`src/rtl/sdram_pkg.sv`:
```
// sdram_pkg
// Shared definitions for the SDRAM controller slice.
//   - Command encodings, given as {cs_n, ras_n, cas_n, we_n}.
//   - Arbiter state encoding.
package sdram_pkg;

    localparam logic [3:0] CMD_NOP  = 4'b0111;
    localparam logic [3:0] CMD_PRE  = 4'b0010;
    localparam logic [3:0] CMD_AREF = 4'b0001;

    typedef enum logic [2:0] {
        INIT  = 3'd0,
        ARBIT = 3'd1,
        AREF  = 3'd2,
        WRITE = 3'd3,
        READ  = 3'd4
    } arb_state_t;

endpackage

```
`src/rtl/sdram_arbit.sv`:
```
// sdram_arbit
// Central arbiter of the SDRAM controller. It grants one command generator
// at a time, with fixed priority refresh > write > read. Each grant is a
// one-cycle enable pulse. The arbiter returns to arbitration when it sees the
// owner's end flag. It muxes the owner's command, bank and address onto the
// SDRAM pins. A watchdog forces a return to arbitration when an operation
// hangs, and it raises a sticky error flag.
//
// Ports:
//   sclk, s_rst_n                 clock; synchronous active-low reset
//   flag_init_end                 init sequence complete (level)
//   init_cmd/init_addr            init generator command/address
//   ref_req/ref_en/flag_ref_end   refresh request, grant pulse, done
//   aref_cmd/aref_addr            refresh generator command/address
//   wr_req/wr_en/flag_wr_end      write request, grant pulse, done
//   wr_cmd/wr_addr/wr_bank        write generator command/address/bank
//   rd_req/rd_en/flag_rd_end      read request, grant pulse, done
//   rd_cmd/rd_addr/rd_bank        read generator command/address/bank
//   sdram_cke                     clock enable, held at 1
//   sdram_cs_n..sdram_we_n        command pins
//   sdram_bank/sdram_addr         bank and address pins
//   arb_err                       sticky watchdog-fired flag
module sdram_arbit
    import sdram_pkg::*;
#(
    parameter int ADDR_W  = 12,
    parameter int TIMEOUT = 1023,
    parameter int CNT_W   = 10
) (
    input  logic              sclk,
    input  logic              s_rst_n,
    input  logic              flag_init_end,
    input  logic [3:0]        init_cmd,
    input  logic [ADDR_W-1:0] init_addr,
    input  logic              ref_req,
    output logic              ref_en,
    input  logic              flag_ref_end,
    input  logic [3:0]        aref_cmd,
    input  logic [ADDR_W-1:0] aref_addr,
    input  logic              wr_req,
    output logic              wr_en,
    input  logic              flag_wr_end,
    input  logic [3:0]        wr_cmd,
    input  logic [ADDR_W-1:0] wr_addr,
    input  logic [1:0]        wr_bank,
    input  logic              rd_req,
    output logic              rd_en,
    input  logic              flag_rd_end,
    input  logic [3:0]        rd_cmd,
    input  logic [ADDR_W-1:0] rd_addr,
    input  logic [1:0]        rd_bank,
    output logic              sdram_cke,
    output logic              sdram_cs_n,
    output logic              sdram_ras_n,
    output logic              sdram_cas_n,
    output logic              sdram_we_n,
    output logic [1:0]        sdram_bank,
    output logic [ADDR_W-1:0] sdram_addr,
    output logic              arb_err
);

    arb_state_t        state_reg, state_next;
    logic [CNT_W-1:0]  wdog_reg, wdog_next;
    logic              ref_en_reg, wr_en_reg, rd_en_reg;
    logic              arb_err_reg;
    logic              wdog_expired;
    logic              timeout_fire;
    logic [3:0]        cmd_mux;

    // wdog_reg holds the number of cycles already completed in the current
    // state. It expires in the TIMEOUT-th cycle, so an owner keeps the bus
    // for at most TIMEOUT cycles.
    assign wdog_expired = (wdog_reg == CNT_W'(TIMEOUT - 1));

    // Next-state logic
    always_comb begin
        state_next   = state_reg;
        timeout_fire = 1'b0;
        case (state_reg)
            INIT: begin
                if (flag_init_end)
                    state_next = ARBIT;
            end
            ARBIT: begin
                if (ref_req)
                    state_next = AREF;
                else if (wr_req)
                    state_next = WRITE;
                else if (rd_req)
                    state_next = READ;
            end
            AREF: begin
                if (flag_ref_end) begin
                    state_next = ARBIT;
                end else if (wdog_expired) begin
                    state_next   = ARBIT;
                    timeout_fire = 1'b1;
                end
            end
            WRITE: begin
                if (flag_wr_end) begin
                    state_next = ARBIT;
                end else if (wdog_expired) begin
                    state_next   = ARBIT;
                    timeout_fire = 1'b1;
                end
            end
            READ: begin
                if (flag_rd_end) begin
                    state_next = ARBIT;
                end else if (wdog_expired) begin
                    state_next   = ARBIT;
                    timeout_fire = 1'b1;
                end
            end
            default: state_next = INIT;
        endcase
    end

    // Watchdog: clears on any state change, and counts only while a
    // generator owns the bus.
    always_comb begin
        wdog_next = wdog_reg;
        if (state_next != state_reg)
            wdog_next = '0;
        else if (state_reg == AREF || state_reg == WRITE || state_reg == READ)
            wdog_next = wdog_reg + CNT_W'(1);
    end

    always_ff @(posedge sclk) begin
        if (!s_rst_n) begin
            state_reg   <= INIT;
            wdog_reg    <= '0;
            ref_en_reg  <= 1'b0;
            wr_en_reg   <= 1'b0;
            rd_en_reg   <= 1'b0;
            arb_err_reg <= 1'b0;
        end else begin
            state_reg  <= state_next;
            wdog_reg   <= wdog_next;
            // Only ARBIT leads into an owner state. A pulse therefore marks
            // the first cycle of ownership, and at most one pulse is high.
            ref_en_reg <= (state_reg == ARBIT) && (state_next == AREF);
            wr_en_reg  <= (state_reg == ARBIT) && (state_next == WRITE);
            rd_en_reg  <= (state_reg == ARBIT) && (state_next == READ);
            if (timeout_fire)
                arb_err_reg <= 1'b1;
        end
    end

    // Pin mux, decoded from the registered state
    always_comb begin
        cmd_mux    = CMD_NOP;
        sdram_bank = 2'd0;
        sdram_addr = '0;
        case (state_reg)
            INIT: begin
                cmd_mux    = init_cmd;
                sdram_addr = init_addr;
            end
            AREF: begin
                cmd_mux    = aref_cmd;
                sdram_addr = aref_addr;
            end
            WRITE: begin
                cmd_mux    = wr_cmd;
                sdram_bank = wr_bank;
                sdram_addr = wr_addr;
            end
            READ: begin
                cmd_mux    = rd_cmd;
                sdram_bank = rd_bank;
                sdram_addr = rd_addr;
            end
            default: begin
                cmd_mux    = CMD_NOP;
                sdram_bank = 2'd0;
                sdram_addr = '0;
            end
        endcase
    end

    assign {sdram_cs_n, sdram_ras_n, sdram_cas_n, sdram_we_n} = cmd_mux;
    assign sdram_cke = 1'b1;
    assign ref_en    = ref_en_reg;
    assign wr_en     = wr_en_reg;
    assign rd_en     = rd_en_reg;
    assign arb_err   = arb_err_reg;

endmodule

```
`config.mk`:
```
export PLATFORM = sky130hd
export DESIGN_NAME = sdram_arbit
export DESIGN_NICKNAME = d
export VERILOG_FILES = /design/src/rtl/sdram_pkg.sv /design/src/rtl/sdram_arbit.sv
export SDC_FILE = /design/constraint.sdc
export NUM_CORES = 1
export LEC_CHECK = 0
export BUFFER_PORTS_ARGS = -buffer_cell sky130_fd_sc_hd__buf_2
export CAP_MARGIN = 20
export CORE_MARGIN = 8
export CORE_UTILIZATION = 41
export DETAILED_ROUTE_END_ITERATION = 10
export GPL_TIMING_DRIVEN = 0
export PLACE_DENSITY = 0.8
export SYNTH_ARGS = -nofsm -noshare
export SYNTH_HDL_FRONTEND = slang
export SYNTH_SLANG_ARGS = --single-unit
```
`constraint.sdc`:
```
create_clock -name sclk -period 2.38 [get_ports sclk]
set_input_delay 0.357 -clock sclk [delete_from_list [all_inputs] [get_ports sclk]]
set_output_delay 0.357 -clock sclk [all_outputs]
set_load 0.02 [all_outputs]
```
**After elaboration in Yosys (flattened, before gate mapping)**

Index checks and enable logic that the tools add are counted.

- Flip-flop bits (word level): 17
- Output and inout port bits: 23
- Word-level logic and storage cells: 41

- Add/sub/neg operators: 1
- Equality and inequality tests: 9
- Multiplexer cells: 17
- Bitwise gates (word level): 1
- Reduce and logical (&&, ||, !) cells: 7

Operators by type and width:

| cell | number |
|---|---|
| one-hot mux 12 bit (4 select lines) | 1 |
| two-way mux 3 bit | 8 |
| one-hot mux 4 bit (4 select lines) | 1 |
| one-hot mux 3 bit (5 select lines) | 1 |
| == test 3 x 2 -> 1 bit, second input constant | 4 |
| adder 10 x 1 -> 10 bit, second input constant | 1 |
| == test 10 bit, second input constant | 1 |
| == test 3 bit, second input constant | 2 |
| two-way mux 1 bit | 4 |
| one-hot mux 2 bit (2 select lines) | 1 |
| == test 3 x 1 -> 1 bit, second input constant | 1 |
| logical AND 1 bit | 3 |
| logical NOT 3 bit | 1 |
| != test 3 bit | 1 |
| one-hot mux 1 bit (3 select lines) | 1 |
| logical OR 1 bit | 2 |
| OR reduction 2 bit | 1 |
| inverter 1 bit | 1 |

**Depth between registers and ports, before layout**

- Depth after elaboration: 6
- Mapped depth: 7

**Worst setup path after synthesis**

OpenSTA, ideal clock, no wires.

- Path kind: register to output
- Start: reg state_reg[1]
- End: out sdram_addr[10]
- Data arrival time: 1.806 ns
- Path slack: 0.217 ns
- Cell stages (with the launch flop): 8
- Path buffers: 3
- Cells stage by stage: dfxtp_1 -> buf_4 -> buf_2 -> buf_1 -> mux2i_1 -> nor2_1 -> a21oi_1 -> o21ai_0

- Word-level cells in the longest chain between the ends: 2

Ends and longest elaborated chain:

| element | RTL line | RTL |
|---|---|---|
| from (decl) | sdram_arbit.sv:62 | `arb_state_t state_reg, state_next;` |
| from (signal assigned) | sdram_arbit.sv:139 | `state_reg <= state_next;` |
| == test 3 bit, or another cell as far along | sdram_arbit.sv:156 | `case (state_reg)` |
| one-hot mux 12 bit (4 select lines) (*) | sdram_arbit.sv:156 |  |
| to (decl) | sdram_arbit.sv:58 | `output logic [ADDR_W-1:0] sdram_addr,` |

Every way passes the cells marked *; elsewhere a longest branch is shown, timed or not.

**Worst setup path in the final report**

- Start: reg state_reg[2]
- End: out sdram_addr[3]

The elaborated chain is that of the path after synthesis.

==> impl_metrics.json <==
{
  "setup_tns_ns": 0,
  "hold_viol": 0,
  "gp_congestion": 0.8605,
  "synth_compound_area_frac": 0.2131,
  "synthTopCellsByCount": "nor2_1 (27), nand2_1 (18), a21oi_1 (17), dfxtp_1 (17), mux2i_1 (16)",
  "synth_seq_cells": 17,
  "final_max_slew_viol_count": 0,
  "tritoncts": "done",
  "synth_top_area_share": 0.2435,
  "grt_max_degree": 20,
  "htreeDepth": 1,
  "yosysSeqAreaShare": 0.2435,
  "portBuffers": 98,
  "whs_ns": 0.3121,
  "yosys.area_share.simple": 0.2820,
  "flow.area_growth_from_synthesis_pct": 41.81,
  "finalWorstSetupSlack_ns": 0.1458,
  "fin_util": 0.5986,
  "critPathKind": "reg -> out",
  "fmax_ghz": 0.4476,
  "synth_fa_ha_area_frac": 0.01791,
  "firstDrtPassIters": 4,
  "start_kind": "register",
  "start_util": 0.4221,
  "antenna_found_initial": 0,
  "cp_slowest_cell": "nor3b_4",
  "synthMuxAreaShare": 0.1146,
  "synthDistinctLibCells": 41,
  "critPathMaxFanout": 10,
  "synth_xor_area_frac": 0.06804,
  "final_cell_area_um2": 1982,
  "first_global_vias": 1632,
  "slew_headroom": 0.6668,
  "place_area_um2": 1946,
  "grt_pass1_wl_mm": 7.700,
  "syn_inst": 187,
  "setup_viol_count_final": 0,
  "drive_above_1_share": 0.4097,
  "synth_most_common_cell": "nor2_1",
  "wire_per_inst_um": 14.75,
  "power.density_nw_per_um2": 418.0,
  "holdBufCountCts": 0,
  "ios": 100,
  "rows": 21,
  "overflow": 0,
  "worstPathArrival_ns": 1.88,
  "core_region_area_um2": 3311,
  "post-route-period-util": 0.9387,
  "dp_hpwl_mm": 4.012,
  "crit_path_end_kind": "output port",
  "largest_reg_flops": 10,
  "critPathRequiredTime_ns": 2.02,
  "cts_buffers": 3,
  "cpPeakStageDelay_ns": 0.46,
  "skew_ns": 0.005924,
  "drt-total-wl_mm": 4.928,
  "detail_route.iter0.violations": 88,
  "die_area_um2": 5533,
  "status": "complete, no violations",
  "ant_nets": 0,
  "drc_errors": 0,
  "rsz0062_at_grt": "false",
  "viasPerCell": 5.138,
  "p_leak_uw": 0.0009016,
  "drv_cap": 0,
  "clkSlewWorstSetupHoldPaths_ns": 0.10,
  "num_vias": 1716,
  "clkSinkCount": 17,
  "clk_latency_ns": 0.30,
  "pre_cts_ws_ns": 0.09484,
  "min_period_ns": 2.234,
  "yosysTopAreaCell": "dfxtp_1",
  "ys.flop_type": "dfxtp_1",
  "netlist_area_um2": 1398,
  "final_nets": 368,
  "synth_top_family_by_area": "simple AND/OR/NAND/NOR gates",
  "synth-edff-count": 0,
  "ir_drop_v": 0.0003426,
  "syn_nets": 266,
  "async_flop_share": 0,
  "yosys-top-cells-area": "dfxtp_1 (24%), mux2i_1 (11%), nor2_1 (7.3%)",
  "worst_pin_slew_ns": 0.4974,
  "grt_usage": 0.1736,
  "postCtsSetupBuffers": 0,
  "cts_root_buffer": "clkbuf_4",
  "die_h_um": 74.39,
  "yosys_warnings": 0,
  "min_path_type": "in -> reg",
  "avgSynthCellArea_um2": 7.474,
  "diodes": 0,
  "die_x_um": 74.39,
  "crit_chain": "nor3b_4 > clkbuf_2 > nand2_1 > o21ai_0 > buf_2",
  "clockBufferDepth": 2
}
[layout make-up]
type | instances | area (µm²)
Buffer | 11 | 71.32
Clock buffer | 3 | 22.52
Clock inverter | 1 | 5.005
Fill cell | 318 | 1329
Inverter | 5 | 18.77
Multi-Input combinational cell | 153 | 975.9
Sequential cell | 17 | 340.3
Tap cell | 46 | 57.56
Timing Repair Buffer | 98 | 490.5
[through the flow]
step                power [µW]  cells
global placement         664.9    331
floorplan                533.6    187
global route             880.7    334
detailed placement       671.8    331
CTS                      834.1    334
finish                   828.3    334
[critical path: cells and delay by family, from the launching register on]
| kind | cells | cell delay (ns) |
|---|---|---|
| AOI/OAI and AO/OA | 1 | 0.08 |
| DFF | 1 | 0.44 |
| and+or+nand+nor | 2 | 0.54 |
| buffers and inverters | 2 | 0.52 |
[cell families (layout without fill, tap and decap cells)]
family          Yosys count  after routing
compound gates           46             46
xor+xnor                 10             10
fa+ha+maj                 2              2
buf+inv                  17            118
flops                    17             17
mux                      16             16
other cells               1              1
simple gates             78             78
[placed cells by master, fill, tap and decap left out, types with 2 or more instances in the layout]
cell      instances
a32o_1            3
nor2b_1           2
nor3b_1           2
a21oi_1          17
o22a_1            3
buf_4             2
clkbuf_2          2
mux2i_1          16
xor2_1            6
ha_1              2
buf_2            99
inv_1             5
xnor2_1           3
and3_1            3
clkbuf_1          2
clkbuf_4          6
dfxtp_1          17
nand4_1           5
and2_1            2
nor2_1           27
nor3_1           12
o21ai_0          15
nand2_1          18
[report_power, final]
part	internal [µW]	switching, µW
clock network	62.8	98.5
logic	157	213
registers	291	5.70
total	511	317
[path summary, 6_finish.rpt]
check / start / slack [ns] / cells after the start / endpoint
max: state_reg[2]$_SDFF_PN0_ / 0.15 / 5 / sdram_addr[3]
min: s_rst_n / 0.31 / 2 / rd_en$_SDFF_PN0_
max reg2reg: wdog_reg[0]$_SDFFE_PP0P_ / 0.26 / 7 / wdog_reg[1]$_SDFFE_PP0P_
min reg2reg: arb_err$_SDFFE_PN0P_ / 0.50 / 2 / arb_err$_SDFFE_PN0P_
[metal layers]
layer | GRT usage | up-vias | part of all wire
li1 | - | 865 | -
met1 | 0.2032 | 775 | 0.42
met2 | 0.3088 | 71 | 0.48
met3 | 0.03100 | 5 | 0.093
met4 | 0.05435 | 0 | 0.0097
met5 | 0 | - | 0
[repair_timing]
item                       4_1_cts  5_1_grt
gates cloned                     0        0
setup endpoints to repair       13       13
resized for setup                3        7
Power figures use the tool's default switching activity.
